$ cat src/rtl/data_mem_ctrl.sv
// Word-addressed data memory with byte-lane writes and a self-clearing start-up phase.
// Optional bounds checking of byte addresses is enabled by defining DATA_MEM_BOUNDS_CHECK_EN.
// Latency: read data 1 cycle after acceptance. Backpressure: ready=0 only while clearing.
module data_mem_ctrl #(
    parameter int DATA_W = 32,
    parameter int DEPTH  = 64
) (
    input  logic                clk,
    input  logic                rst_n,
    input  logic                req,
    input  logic                we,
    input  logic [31:0]         addr,
    input  logic [DATA_W-1:0]   wdata,
    input  logic [DATA_W/8-1:0] be,
    output logic                ready,
    output logic                rvalid,
    output logic [DATA_W-1:0]   rdata,
    output logic                err
);

    localparam int BW    = DATA_W / 8;
    localparam int OFF_W = $clog2(BW);
    localparam int AW    = $clog2(DEPTH);

    typedef enum logic {
        CLEAR,
        IDLE
    } state_e;

    state_e              state_q, state_d;
    logic [AW-1:0]       cnt_q, cnt_d;
    logic [DATA_W-1:0]   mem_q [DEPTH];

    logic [AW-1:0]       widx;
    logic                acc;
    logic                rd_acc;
    logic                wr_acc;
    logic                oor;
    logic [DATA_W-1:0]   wmerge;

    logic                rvalid_q, rvalid_d;
    logic [DATA_W-1:0]   rdata_q, rdata_d;

    // Upper address bits only matter for the range check; keep lint quiet otherwise.
    logic                unused_addr;
    assign unused_addr = ^addr;

    assign widx   = addr[OFF_W +: AW];
    assign acc    = req & ready;
    assign rd_acc = acc & ~we;
    assign wr_acc = acc & we;

`ifdef DATA_MEM_BOUNDS_CHECK_EN
    assign oor = (addr >= 32'(DEPTH * BW));
`else
    assign oor = 1'b0;
`endif

    always_comb begin
        state_d = state_q;
        cnt_d   = cnt_q;
        ready   = 1'b0;
        case (state_q)
            CLEAR: begin
                cnt_d = cnt_q + 1'b1;
                if (cnt_q == AW'(DEPTH - 1)) begin
                    state_d = IDLE;
                    cnt_d   = '0;
                end
            end
            IDLE: begin
                ready = 1'b1;
            end
        endcase
    end

    always_ff @(posedge clk or negedge rst_n) begin
        if (!rst_n) begin
            state_q <= CLEAR;
            cnt_q   <= '0;
        end else begin
            state_q <= state_d;
            cnt_q   <= cnt_d;
        end
    end

    // Merge enabled byte lanes into the current word so the array sees whole-word writes.
    always_comb begin
        wmerge = mem_q[widx];
        for (int i = 0; i < BW; i++) begin
            if (be[i]) begin
                wmerge[8*i +: 8] = wdata[8*i +: 8];
            end
        end
    end

    always_ff @(posedge clk) begin
        if (state_q == CLEAR) begin
            mem_q[cnt_q] <= '0;
        end else if (wr_acc && !oor) begin
            mem_q[widx] <= wmerge;
        end
    end

    always_comb begin
        rvalid_d = rd_acc;
        rdata_d  = rdata_q;
        if (rd_acc) begin
            rdata_d = oor ? '0 : mem_q[widx];
        end
    end

    always_ff @(posedge clk or negedge rst_n) begin
        if (!rst_n) begin
            rvalid_q <= 1'b0;
            rdata_q  <= '0;
        end else begin
            rvalid_q <= rvalid_d;
            rdata_q  <= rdata_d;
        end
    end

    assign rvalid = rvalid_q;
    assign rdata  = rdata_q;

`ifdef DATA_MEM_BOUNDS_CHECK_EN
    logic err_q, err_d;

    assign err_d = acc & oor;

    always_ff @(posedge clk or negedge rst_n) begin
        if (!rst_n) begin
            err_q <= 1'b0;
        end else begin
            err_q <= err_d;
        end
    end

    assign err = err_q;
`else
    assign err = 1'b0;
`endif

endmodule

$ cat config.mk
export PLATFORM = sky130hd
export DESIGN_NAME = data_mem_ctrl
export DESIGN_NICKNAME = d
export VERILOG_FILES = /design/src/rtl/data_mem_ctrl.sv
export SDC_FILE = /design/constraint.sdc
export NUM_CORES = 2
export LEC_CHECK = 0
export CAP_MARGIN = 25
export CORE_ASPECT_RATIO = 1.4
export CORE_MARGIN = 3
export CORE_UTILIZATION = 25
export DETAILED_ROUTE_END_ITERATION = 8
export HOLD_SLACK_MARGIN = 0.06
export SLEW_MARGIN = 20
export SYNTH_ARGS = -nofsm -noshare
export SYNTH_HDL_FRONTEND = slang
export SYNTH_SLANG_ARGS = --single-unit
$ cat constraint.sdc
create_clock -name clk -period 11.35 [get_ports clk]
set_input_delay 1.135 -clock clk [delete_from_list [all_inputs] [get_ports clk]]
set_output_delay 1.135 -clock clk [all_outputs]
set_load 0.02 [all_outputs]
Word level (Yosys, flattened, before mapping)
Memory sizes are Yosys's and may differ from the RTL's.
Index checks and enable logic that the tools add are counted.
Word-level totals
  logic and storage cells: 27
  output and inout port bits: 35
  memories kept: 1
  memory bits (writable): 2048
  input port bits: 72
  register bits after elaboration: 40
Memories
  mem_q: words 64, bits a word 32, read ports 1, clocked after memory_dff 0, wr ports 1, line 32  | logic [DATA_W-1:0] mem_q [DEPTH];
Operators by class
  equal/unequal tests: 1
  $add $sub $neg: 1
  reduce and logical (&&, ||, !) cells: 1
  bitwise operators: 4
  muxes and demuxes: 15
Operator list (number)
  two-way mux 32 bit: 1
  two-way mux 8 bit: 4
  OR reduction 32 bit: 1
  two-way mux 6 bit: 2
  two-way mux 1 bit: 8
  adder 6 x 1 -> 6 bit (second input constant): 1
  == test 6 bit (second input constant): 1
  AND 1 bit: 3
  inverter 1 bit: 1

Depth between registers and ports, before layout
  depth in word-level cells: 8
  mapped depth: 12
  gate-level depth less buffers: 7

Least setup slack after synthesis
Ideal clock, no wire load.
  path type: input -> register
  start point: in addr[2]
  end point: mem mem_q[0][14], data pin
  slack: 5519 ps
  path buffers: 5
  stages on the path: 10
  required time: 10631 ps
  setup time: 719 ps
  arrival: 5112 ps
  cell sequence: buf_6 buf_12 buf_8 buf_6 buf_6 mux2i_1 a22oi_1 nand2_1 o211a_1 o31ai_1
RTL lines
  from (decl): line 12  | input logic [31:0] addr,
  to (decl): line 32

==> impl_results.md <==
- CP max stage cell: o41ai_2
- Pins Over Slew Limit: 0
- Core Region: 0.3239 sq mm
- Worst slew margin: 24.92%
- Max FO, Critical Path: 64
- WHS: 0.3069 ns
- CP Cell Sequence: clkdlybuf4s50_1 -> and2_1 -> buf_4 -> nand3b_2 -> buf_4 -> buf_4 -> o21ai_0 -> or3_1 -> o41ai_2 -> o21ai_4 -> buf_4
- PortBufs: 79
- Worst vdd ir: 0.1162 mV
- Drt pass-1 iters: 6
- Cts bufs inserted: 178
- Synth warn: 0
- CTS Hold Bufs: 0
- Leakage: 27.05 nW
- Post-cts resize count: 0
- CP peak stage delay: 0.96 ns
- Post-DP HPWL: 117700 um
- Synth top cells by count: edfxtp_1, mux2i_1, o22ai_1
- Max H-tree Level: 4
- Num Clock Sinks: 2088
- Largest net degree at the start of global routing: 137
- Clk buf depth: 4
- Setup ws final: 5.807 ns
- Critical path buffer and inverter count: 5
- Fin. Hold Viols: 0
- # IOs: 107
- Share of cells above drive strength 1: 12.27%
- R2R Setup Slk: 7.27 ns
- Routability Congestion: 0.7763
- Final core utilization: 28.85%
- Crit path arrival time: 5.98 ns
- Total power: 14.66 mW
- Cell Pwr Density: 156.9 mW/mm^2
- Post-Syn Instances: 4515
- Routed WL: 221700 um
- Reg2reg start: state_q
- Total Neg Setup Slack: 0 ns
- Die width: 488.4 um
- Final setup viols: 0
- Synth Cell Area: 0.08146 sq mm
- Std cell rows: 247
- RSZ-0062 raised after global routing: false
- Clk slew on worst S/H paths: 0.07 ns
- Avg Cell Area, Syn: 18.04 sq um
- R2r worst-path depth: 7
- Number of routed nets with antenna violations: 0
- Fin Clk Skew: 0.04185 ns
- Number of synthesized flops with an enable pin: 2048
- Period minus WS final: 5.543 ns
- Top cells by area, synth: edfxtp_1, mux2i_1, a22oi_1
- Final routed DRC violation total: 0
- Via count: 43000
- First-pass GRT wire length: 314300 um
- Area grow syn2layout: 14.69%
- Hold crit path type: in2async
- Postcts setup bufs: 0
- Startpoint type of the worst setup path: primary input
- Most used DFF post-synth: edfxtp_1
- Asr flop ratio synth: 1.916%
- Critical path endpoint category: flip-flop
- Die height: 681.4 um
- Max Cap Viol: 0
- Top delay family on crit path: buffers and inverters
- Status: finished clean
- Starting Density: 25.15%
- Total gr overflow: 0
- Gr usage total: 12.91%
- Register area share after synthesis: 76.72%
- Vias in the first global route: 43460
- Crit path required time: 11.78 ns
- Initial antenna violation count: 3
- CP Class: in2reg
- Skew-Pair Late Insertion Delay: 0.82 ns
- Count leader, synth: edfxtp_1
- Synthesis-stage register bit count: 2088
- Pre-CTS setup slack: 5.109 ns
- Worst-Margin Slew: 1.126 ns
- Post-synth top area share: 75.50%
- CTS root buf: clkbuf_16
- F_max: 180.4 MHz
- Mapped Nets: 4588
- RR Endpoint: mem_q[54][17]
- Die ar.: 0.3328 sq mm
- Synth unique cells: 61
- Final Cycle Share: 48.84%
- First DRT Iteration DRCs: 3890
- Post-synth top area cell: edfxtp_1
- TritonCTS clock tree: done
- WL/cell: 24.56 um
- Final-stage net count: 4726
- Via/cell ratio: 4.765
- CP dominant cell by count: buf_4
stage by stage:
stage                     area (sq um)  std cells
after floorplan                  81460       4515
after detailed placement         88000       8706
after global placement           87980       8705
after global routing             93410       9019
final                            93420       9024
after CTS                        93400       9018
power by group:
part,switching [mW],internal (mW),total (mW)
Clock,2.69,3.16,5.85
Sequential,0,8.33,8.33
Combinational,0.323,0.165,0.488
cells in the final DEF, fill, tap and decap left out, types with 4 or more instances in the layout:
cell / Yosys / final
nor2_4: 0 / 65
a22oi_1: 181 / 181
a211oi_1: 11 / 11
o21ai_0: 64 / 39
o21ai_4: 0 / 27
o21ai_1: 27 / 24
nand4_1: 27 / 27
a21oi_1: 59 / 59
clkdlybuf4s50_1: 0 / 75
inv_1: 4 / 4
nor2_1: 185 / 120
mux2_2: 8 / 8
buf_4: 60 / 132
diode_2: 0 / 6
clkbuf_16: 0 / 182
nand2b_1: 11 / 10
bufinv_16: 0 / 9
nor4_1: 27 / 27
a2bb2o_4: 3 / 4
o31ai_1: 5 / 4
clkinvlp_4: 0 / 4
mux2i_1: 907 / 907
mux4_2: 57 / 57
o22ai_1: 208 / 208
or3_1: 30 / 30
nand2_1: 182 / 181
nand3_1: 91 / 91
clkinv_2: 0 / 31
clkbuf_1: 102 / 37
buf_12: 1 / 8
clkinv_1: 0 / 40
o41ai_2: 27 / 27
dfrtp_1: 40 / 40
edfxtp_1: 2048 / 2048
worst max path at each step:
stage | from | end | cells past startpoint
2_1_floorplan | addr[2] | mem_q[0][14] | 10
4_1_cts | addr[4] | mem_q[2][17] | 11
3_5_place_dp | addr[4] | mem_q[4][24] | 11
5_1_grt | addr[4] | mem_q[32][17] | 11
6_report | addr[4] | mem_q[6][24] | 11
3_3_place_gp | addr[4] | mem_q[4][24] | 11
metal layers:
layer	global-route usage (%)	wire (um)	part of all wire (%)
met4	5.490	9819	4.4
met3	1.455	11600	5.2
met5	0	7	0.0032
met1	15.11	83910	38
met2	23.69	116300	52
cell families (layout without fill, tap and decap cells):
| logic type | after synthesis | count (layout) | share of synthesized area [%] |
|---|---|---|---|
| AOI/OAI and AO/OA | 605 | 605 | 5.169 |
| and+or+nand+nor | 581 | 581 | 3.261 |
| muxes | 973 | 973 | 12.86 |
| DFF | 2088 | 2088 | 76.72 |
| xor gates and xnor gates | 2 | 2 | 0.02151 |
| buffers and inverters | 264 | 534 | 1.941 |
| adders and majority gates | 1 | 1 | 0.01536 |
| other | 1 | 7 | 0.004603 |
sequential cells by signal (all words and copies together), names as in the netlist:
name,cells
rdata,32
cnt_q,6
rvalid,1
state_q,1
mem_q,2048
layout make-up:
| class | count | area [sq um] |
|---|---|---|
| inverter | 4 | 15.01 |
| clock buffer | 221 | 4721 |
| antenna | 6 | 15.01 |
| fill | 31640 | 230500 |
| clock inverter | 91 | 676.9 |
| sequential | 2088 | 62500 |
| multi-input combinational | 2163 | 18260 |
| tap | 4233 | 5296 |
| timing repair buffer | 218 | 1939 |
Power figures use the tool's default switching activity.
